### config.mk
export PLATFORM = sky130hd
export DESIGN_NAME = button_debounce
export DESIGN_NICKNAME = d
export VERILOG_FILES = /design/src/rtl/button_debounce_pkg.sv /design/src/rtl/button_debounce_sync_2ff.sv /design/src/rtl/button_debounce.sv
export SDC_FILE = /design/constraint.sdc
export NUM_CORES = 1
export LEC_CHECK = 0
export BUFFER_PORTS_ARGS = -buffer_cell sky130_fd_sc_hd__buf_2
export CORE_AREA = 3 3 40 42
export CTS_BUF_LIST = sky130_fd_sc_hd__clkbuf_8
export DETAILED_ROUTE_END_ITERATION = 6
export DIE_AREA = 0 0 43 45
export GPL_TIMING_DRIVEN = 1
export PLACE_DENSITY = 0.47
export SETUP_SLACK_MARGIN = 0.4
export SYNTH_ARGS = -nofsm -noshare
export SYNTH_HDL_FRONTEND = slang
export SYNTH_SLANG_ARGS = --single-unit
### constraint.sdc
create_clock -name clk -period 1.44 [get_ports clk]
set_clock_uncertainty 0.15 [all_clocks]
set_input_delay 0.072 -clock clk [delete_from_list [all_inputs] [get_ports clk]]
set_output_delay 0.072 -clock clk [all_outputs]
set_load 0.01 [all_outputs]
### src/rtl/button_debounce_pkg.sv
// button_debounce_pkg: FSM state type and default parameters for button_debounce.
package button_debounce_pkg;
  typedef enum logic [1:0] {IDLE, PRESS_WAIT, PRESSED, RELEASE_WAIT} state_t;
  localparam int DEF_DEBOUNCE_CYCLES = 4;
  localparam int DEF_LONG_PRESS_CYCLES = 50000000;
endpackage

### src/rtl/button_debounce_sync_2ff.sv
// sync_2ff: two-flop synchronizer for one asynchronous bit, resets to 0.
module sync_2ff (
  input  logic clk,
  input  logic rst,
  input  logic d,
  output logic q
);
  logic s1;
  always_ff @(posedge clk)
    if (rst) begin
      s1 <= 1'b0;
      q  <= 1'b0;
    end else begin
      s1 <= d;
      q  <= s1;
    end
endmodule

### src/rtl/button_debounce.sv
// button_debounce: synchronized push-button debouncer with press/release strobes;
// define LONG_PRESS_EN to add the long-press hold counter and long_pulse strobe.
module button_debounce
  import button_debounce_pkg::*;
#(
  parameter int DEBOUNCE_CYCLES = DEF_DEBOUNCE_CYCLES,
  parameter int LONG_PRESS_CYCLES = DEF_LONG_PRESS_CYCLES
) (
  input  logic clk,
  input  logic rst,
  input  logic button,
  output logic btn_level,
  output logic press_pulse,
  output logic release_pulse,
  output logic long_pulse
);
  localparam int CW = $clog2(DEBOUNCE_CYCLES + 1);
  localparam logic [CW-1:0] LAST = CW'(DEBOUNCE_CYCLES - 1);
  logic s2;
  state_t state, state_n;
  logic [CW-1:0] cnt, cnt_n;
  logic level_n, press_n, release_n;
  sync_2ff u_sync (.clk(clk), .rst(rst), .d(button), .q(s2));
  always_ff @(posedge clk)
    if (rst) begin
      state         <= IDLE;
      cnt           <= '0;
      btn_level     <= 1'b0;
      press_pulse   <= 1'b0;
      release_pulse <= 1'b0;
    end else begin
      state         <= state_n;
      cnt           <= cnt_n;
      btn_level     <= level_n;
      press_pulse   <= press_n;
      release_pulse <= release_n;
    end
  // the count restarts at 1 because the first differing sample already counts
  always_comb begin
    state_n = state;
    cnt_n   = '0;
    case (state)
      IDLE: begin
        state_n = s2 ? PRESS_WAIT : IDLE;
        cnt_n   = CW'(s2);
      end
      PRESS_WAIT:
        if (!s2) state_n = IDLE;
        else if (cnt == LAST) state_n = PRESSED;
        else cnt_n = cnt + 1'b1;
      PRESSED: begin
        state_n = s2 ? PRESSED : RELEASE_WAIT;
        cnt_n   = CW'(!s2);
      end
      RELEASE_WAIT:
        if (s2) state_n = PRESSED;
        else if (cnt == LAST) state_n = IDLE;
        else cnt_n = cnt + 1'b1;
      default: state_n = IDLE;
    endcase
  end
  always_comb begin
    press_n   = state == PRESS_WAIT && state_n == PRESSED;
    release_n = state == RELEASE_WAIT && state_n == IDLE;
    level_n   = state_n == PRESSED || state_n == RELEASE_WAIT;
  end
`ifdef LONG_PRESS_EN
  localparam int HW = $clog2(LONG_PRESS_CYCLES + 1);
  localparam logic [HW-1:0] HMAX = HW'(LONG_PRESS_CYCLES);
  localparam logic [HW-1:0] HFIRE = HW'(LONG_PRESS_CYCLES - 1);
  logic [HW-1:0] hold;
  logic holding;
  assign holding = state == PRESSED || state == RELEASE_WAIT;
  // cleared only on a fresh press so a release glitch cannot re-arm the strobe
  always_ff @(posedge clk)
    if (rst || press_n) hold <= '0;
    else if (holding && hold != HMAX) hold <= hold + 1'b1;
  always_ff @(posedge clk)
    if (rst) long_pulse <= 1'b0;
    else long_pulse <= holding && hold == HFIRE && !release_n;
`else
  logic unused_long;
  assign unused_long = ^LONG_PRESS_CYCLES;
  assign long_pulse = 1'b0;
`endif
endmodule

**Yosys cells after proc, flatten, opt, wreduce, memory -nomap -nowiden**

Index checks and enable logic that the tools add are counted.

- Register bits: 10
- Output and inout port bits: 4

- Add/sub/neg operators: 1
- Reductions and logical operators: 6
- Muxes and demuxes: 11
- Equal/unequal tests: 6

Operator list:

| kind | count |
|---|---|
| 3-bit one-hot mux with 4 select lines | 1 |
| 3-bit 2-to-1 mux | 3 |
| 2-bit == test, second input constant | 4 |
| 2-bit 2-to-1 mux | 4 |
| 2-bit one-hot mux with 4 select lines | 1 |
| 2-bit logical NOT | 2 |
| 3-bit by 1-bit adder with 3-bit output, second input constant | 1 |
| 3-bit by 2-bit == test with 1-bit output, second input constant | 1 |
| 2-bit by 1-bit == test with 1-bit output, second input constant | 1 |
| 1-bit logical AND | 2 |
| 1-bit 2-to-1 mux | 2 |
| 1-bit logical NOT | 1 |
| 1-bit logical OR | 1 |

**Logic depth before layout (Yosys ltp)**

Gate-level depths: netlist of the first run.

- Word-level depth: 6
- Mapped depth: 4
- Mapped depth without buffers: 4

**Hierarchy**

From an unflattened synthesis of the first run, not the netlist that was laid out.

- Cell total of the unflattened synthesis: 28
- Area total of the unflattened synthesis: 309.0 um^2

By module, submodules not included:

| module | instances | area an instance (um^2) | sequential area each (um^2) | cells an instance |
|---|---|---|---|---|
| button_debounce | 1 | 256.5 | 140.1 | 24 |
| sync_2ff | 1 | 52.6 | 40.0 | 4 |

**Least setup slack after synthesis of the first run**

OpenSTA, ideal clock, no wires.

- Path type: flip-flop to flip-flop
- Start point: register cnt[0]
- End point: register btn_level
- Cell stages (with the launch flop): 5
- Data required time: 1.176 ns
- Setup slack: 0.320 ns
- Arrival time: 0.855 ns
- Library setup time: 0.114 ns
- Cells stage by stage: dfxtp_1 > ha_1 > nand3b_1 > mux2i_1 > nor2_1

- Cells in the longest elaborated chain, start to end: 6
- Elaborated cells between the ends (all ways): 9
- Those cells by class: 3 x eq/ne; 5 x mux; 1 x reduce/logical

Ends and longest elaborated chain:

| item | line | text |
|---|---|---|
| start: declaration | button_debounce.sv:21 | `logic [CW-1:0] cnt, cnt_n;` |
| start signal: assignment | button_debounce.sv:33 | `cnt <= cnt_n;` |
| 3-bit by 2-bit == test with 1-bit output (*) | button_debounce.sv:49, button_debounce.sv:57 |  |
| 2-bit 2-to-1 mux (on tied branches) | button_debounce.sv:57, button_debounce.sv:49 |  |
| 2-bit 2-to-1 mux (on tied branches) | button_debounce.sv:56, button_debounce.sv:48 |  |
| 2-bit one-hot mux with 4 select lines (*) | button_debounce.sv:42 | `case (state)` |
| 2-bit == test | button_debounce.sv:65 | `level_n = state_n == PRESSED \|\| state_n == RELEASE_WAIT;` |
| 1-bit logical OR (*) | button_debounce.sv:65 |  |
| end signal: assignment | button_debounce.sv:34 | `btn_level <= level_n;` |
| end: declaration | button_debounce.sv:12 | `output logic btn_level,` |

Every way passes the cells marked *; elsewhere a longest branch is shown, timed or not.
A chain may end at the register's enable or synchronous reset.

**Worst setup path after layout of the first run**

Ends and elaborated chain as after synthesis.

==> results of run 1 <==
==> final cells by class <==
type | count | share of cell area, %
multi-input combinational | 18 | 34.7
clock buffer | 3 | 9.32
clock inverter | 1 | 0.847
sequential | 9 | 41.2
timing repair buffer | 7 | 9.60
tap | 15 | 4.24
==> layer usage <==
metal  up-vias  share of wire, %  track usage [%]
met5         -                 0                0
met4         0                 0             3.61
met3         0               4.4             4.78
met2         4                47             8.68
met1        99                48             6.08
li1        112                 -                -
==> power by group <==
group          leakage [nW]  internal (mW)  switching, mW  total, mW
registers            0.0740          0.254        0.00287      0.257
logic                0.0910        0.00834        0.00710     0.0154
clock network        0.0269          0.185         0.0917      0.277
==> placed cells by master (no fill, tap or decap), types with 2 or more instances in the layout <==
cell	n
dfxtp_2	2
and2_1	2
nor2b_1	3
buf_2	5
clkbuf_8	3
nand2b_4	2
dfxtp_1	7
==> how the worst min path moves through the flow <==
stage | from | end | cells after the start
after detailed placement | button | u_sync.s1 | 2
after global placement | button | u_sync.s1 | 2
after global routing | rst | press_pulse | 2
after floorplan | rst | u_sync.q | 1
after CTS | rst | u_sync.q | 2
final | rst | press_pulse | 2
==> per-stage QoR <==
stage	power (mW)	hold slack (ns)	util (%)
6_report	0.549	-0.0547	34.5
4_1_cts	0.558	-0.0588	32.3
3_3_place_gp	0.271	0.138	27.1
5_1_grt	0.572	-0.0409	34.5
2_1_floorplan	0.268	-0.00639	-
3_5_place_dp	0.272	0.157	27.1
==> registers in the layout, summed over array words and instances (netlist names) <==
signal / flops
u_sync.s1: 1
cnt: 3
release_pulse: 1
press_pulse: 1
state: 1
btn_level: 1
u_sync.q: 1
==> what timing repair did <==
item                                    4_1_cts  5_1_grt
gates resized for setup                       3        3
pin swaps                                     3        3
endpoints found under the setup margin        7        7
hold endpoints to repair                      5        5
buffers inserted                              0        1
==> kinds of logic (layout without fill, tap and decap cells) <==
kind of cell / count (synthesis) / after routing / synth area share [%]
other cells: 1 / 1 / 1.21
simple gates: 13 / 13 / 26.3
flops: 9 / 9 / 58.3
buf+inv: 1 / 11 / 2.43
fa+ha+maj: 1 / 1 / 4.05
compound gates: 2 / 2 / 4.45
mux: 1 / 1 / 3.24
==> metrics.cfg, run 1 <==
[run_status]
status = finished, violations left
violations = negative hold slack

[floorplanning]
dieArea_mm2 = 0.00194
coreArea_mm2 = 0.00128
die_y_um = 45
die_x_um = 43
io_pins = 7
rows = 13
initial_core_util_pct = 24.1

[run]
max-cap-violations = 0

[drt]
antenna_left = 0
drt-initial-drc-count = 7
via_per_inst = 4.06
drc = 0
wire_per_inst_um = 9.85
wl_um = 522
dr.pass1.iters = 2
routed-via-count = 215

[timing]
fin_ws_ns = 0.276
fin_crit_ns = 1.16
hold_ws_ns = -0.0547
fmax_mhz = 859
finalSetupViolations = 0
hold_violations = 5
slew_viol_final = 0
finalSetupTns_ns = 0
period_share_pct = 80.8
rsz0062_at_grt = true

[final_layout]
nNetsFinal = 43
drive_above_1_share_pct = 42.1
final-seq-area_um2 = 183
n_antenna_cell = 0
multi_input_area_um2 = 154
instances_no_fill = 53
n_fill_cell = 136
area_delta_synth_final_pct = 43.3
stdcell_area_um2 = 443

[placed_design]
placed_area_um2 = 348
port_buffers = 5
dp_slack_ns = 0.289
dp_cells = 47
place.gp.congestion = 0.570

[yosys]
netlist_area_um2 = 309
yosysWarnings = 0
synthTopCellsByArea = dfxtp_1 58%, nor2b_1 6.1%, and2_1 4.0%
yosys.area.top_type = dfxtp_1
async_flop_share_pct = 0
ys_types = 15
synth_ff_type = dfxtp_1
postSynthAreaPerCell_um2 = 11.0
synth.most_common_cell = dfxtp_1
ys_seq_area_share_pct = 58.3
synth_top_area_share_pct = 58.3
synth-edff-count = 0
synth-seq-cells = 9
synth_common_cells = 9 x dfxtp_1, 3 x nor2b_1, 2 x and2_1, 2 x nand2b_1, 2 x nor3_1
synth.net_count = 32
syn-instance-count = 28

[power]
powerDensity_mw_per_mm2 = 1240
ir_drop_v = 0.000690
leakage_nw = 0.192

[clock_network]
cts.clk_slew.worst_paths_ns = 0.04
clock_path_buffers = 2
cts.sinks = 9
cts_tree = yes
root_buffer = clkbuf_8
ctsHtreeMaxLevel = 1
cts_made_buffers = 3
clkLatencyLatePin_ns = 0.23
cts_hold_buf = 1

[global_route]
grt_max_degree = 7
grt_usage_pct = 6.02
grt_pass1_vias = 201
antenna_found_initial = 0
grt_pass1_wl_um = 800
grt-ovfl-total = 0

[setup_path]
slowest_stage = dfxtp_2
cp.depth = 4
required_ns = 1.41
critical_path_buf_inv_count = 0
r2r_end = btn_level
worst_setup_path_start_kind = flop
worst_ep_arrival_time_ns = 1.13
critPathKind = flop to flop
r2r_start = cnt[0]
reg2reg_slack_ns = 0.28
crit_path_end = btn_level
worst_path_dominant_cell_family = flip-flops
crit_path_cell_trace = ha_4 -> nand3b_1 -> mux2i_1 -> nor2_1
crit_fanout = 4
crit_path_max_incr_delay_ns = 0.32
rr_worst_depth = 4
setup.worst_path.start = cnt[0]
cp-end-kind = flop

[min_path]
worstHoldPathType = input port to flop

Note: power is estimated with default switching activity, not from simulation.
==> inputs of run 2 (changes only) <==
Settings changed: PLACE_DENSITY 0.47 to 0.48.
Clock period 1.44 ns to 1 ns, I/O delays scaled along.
==> run 2 against run 1 <==
Effect of this change: the flow finishes with violations (negative hold slack, negative setup slack); wire length grew 9.0%; clock-buffer cell count is the same; design area grew 11%; critical path depth is the same; register-to-register slack lost 0.42 ns; fmax grew 1.5%; via count grew 11%; combinational power grew 54%; setup slack lost 0.42 ns; highest routed layer unchanged.
==> metrics.cfg, run 2 (synthesized netlist as in run 1, its figures left out) <==
[final_layout]
n_fill_cell = 130
mostFrequentLayoutCells = 5 x dfxtp_2, 4 x buf_6, 3 x nor2b_1, 3 x clkbuf_8, 3 x dfxtp_1
n_antenna_cell = 0
drive_above_1_share_pct = 59.0
area_delta_synth_final_pct = 58.7
final_common_cell = dfxtp_2
stdcell_area_um2 = 490
nNetsFinal = 44
top_register = cnt
largest_reg_flops = 3
instances_no_fill = 54

[floorplanning]
io_pins = 7
dieArea_mm2 = 0.00194
die_x_um = 43
initial_core_util_pct = 24.1
coreArea_mm2 = 0.00128
die_y_um = 45
rows = 13

[setup_path]
cp-end-kind = flop
crit_fanout = 3
crit_path_max_incr_delay_ns = 0.33
rr_worst_depth = 4
worst_ep_arrival_time_ns = 1.11
cp.depth = 4
critPathKind = flop to flop
worst_path_dominant_cell_family = flip-flops
critical_path_buf_inv_count = 0
required_ns = 0.96
crit_path_cell_trace = ha_4 -> nand3b_1 -> mux2i_1 -> nor2_1
slowest_stage = dfxtp_2
worst_setup_path_start_kind = flop

[drt]
drt-initial-drc-count = 5
routed-via-count = 238
drc = 0
via_per_inst = 4.41
antenna_left = 0
dr.pass1.iters = 4
wire_per_inst_um = 10.5
wl_um = 569

[timing]
hold_violations = 5
fin_ws_ns = -0.147
fmax_mhz = 872
period_share_pct = 115
hold_ws_ns = -0.116
finalSetupViolations = 8
slew_viol_final = 0
fin_crit_ns = 1.15
rsz0062_at_grt = true

[power]
ir_drop_v = 0.000839
powerDensity_mw_per_mm2 = 1620
leakage_nw = 0.203
report.power.total_mw = 0.792

[clock_network]
cts.sinks = 9
cts_tree = yes
root_buffer = clkbuf_8
ctsHtreeMaxLevel = 1
cts_made_buffers = 3
cts.clk_slew.worst_paths_ns = 0.04
clkLatencyLatePin_ns = 0.23
clock_path_buffers = 2

[global_route]
grt_pass1_vias = 256
grt_pass1_wl_um = 986
grt-ovfl-total = 0
grt_max_degree = 7
antenna_found_initial = 0
grt_usage_pct = 7.27

[placed_design]
dp_cells = 48
port_buffers = 5
placed_area_um2 = 387
place.gp.congestion = 0.614
dp_hpwl_um = 373

[run_status]
status = finished, violations left
violations = negative hold slack, negative setup slack

[run]
max-cap-violations = 0

[min_path]
worstHoldPathType = input port to flop
min_path_cells = 2

## run 2: changes by cell type in the layout (fill, tap and decap cells not counted), sizes merged
cell / delta
dlygate4sd3: -1
buf: +2
## run 2: where the power goes
group / total, mW / switching (mW) / internal, mW
Combinational: 0.0237 / 0.0117 / 0.0120
Sequential: 0.368 / 0.00451 / 0.364
Clock: 0.400 / 0.134 / 0.266
Total: 0.792 / 0.150 / 0.642
## run 2: what timing repair did
action                                  in CTS  in global routing
hold endpoints to repair                     5                  5
resized for setup                            8                  3
pin swaps                                    4                  3
buffers inserted                             2                  0
endpoints found under the setup margin      11                 11
## run 2: worst reg2reg max path, cell delays in order (launching register included)
cell,delay (ns)
dfxtp_2,0.33
ha_4,0.15
nand3b_1,0.14
mux2i_1,0.21
nor2_1,0.05
## run 2: area by class of cell
cell class | count | area [um^2] | area share [%]
clock buffers | 3 | 41.3 | 8.42
clock inverters | 1 | 3.75 | 0.765
multi-input cells | 18 | 166 | 33.9
flip-flops and latches | 9 | 190 | 38.8
well taps | 15 | 18.8 | 3.83
repair buffers | 8 | 70.1 | 14.3
## run 2: worst paths after layout
kind / slack, ns / from / to
max: -0.15 / cnt[0] / btn_level
min: -0.12 / button / u_sync.s1
max reg2reg: -0.15 / cnt[0] / btn_level
min reg2reg: 0.28 / u_sync.s1 / u_sync.q
## run 2: per-stage QoR
stage	setup TNS (ns)	worst slack [ns]	util [%]
2_1_floorplan	-0.114	-0.0795	-
3_3_place_gp	-0.399	-0.134	30.1
3_5_place_dp	-0.357	-0.147	30.1
4_1_cts	-0.527	-0.134	37.6
5_1_grt	-0.933	-0.202	38.2
6_report	-0.546	-0.147	38.2
## run 2: per-layer routing
metal | up-vias | GRT usage (%) | part of all wire, %
met1 | 115 | 5.85 | 38
li1 | 115 | - | -
met4 | 0 | 5.42 | 0
met2 | 8 | 13.5 | 56
met3 | 0 | 3.59 | 6.0
met5 | - | 0 | 0
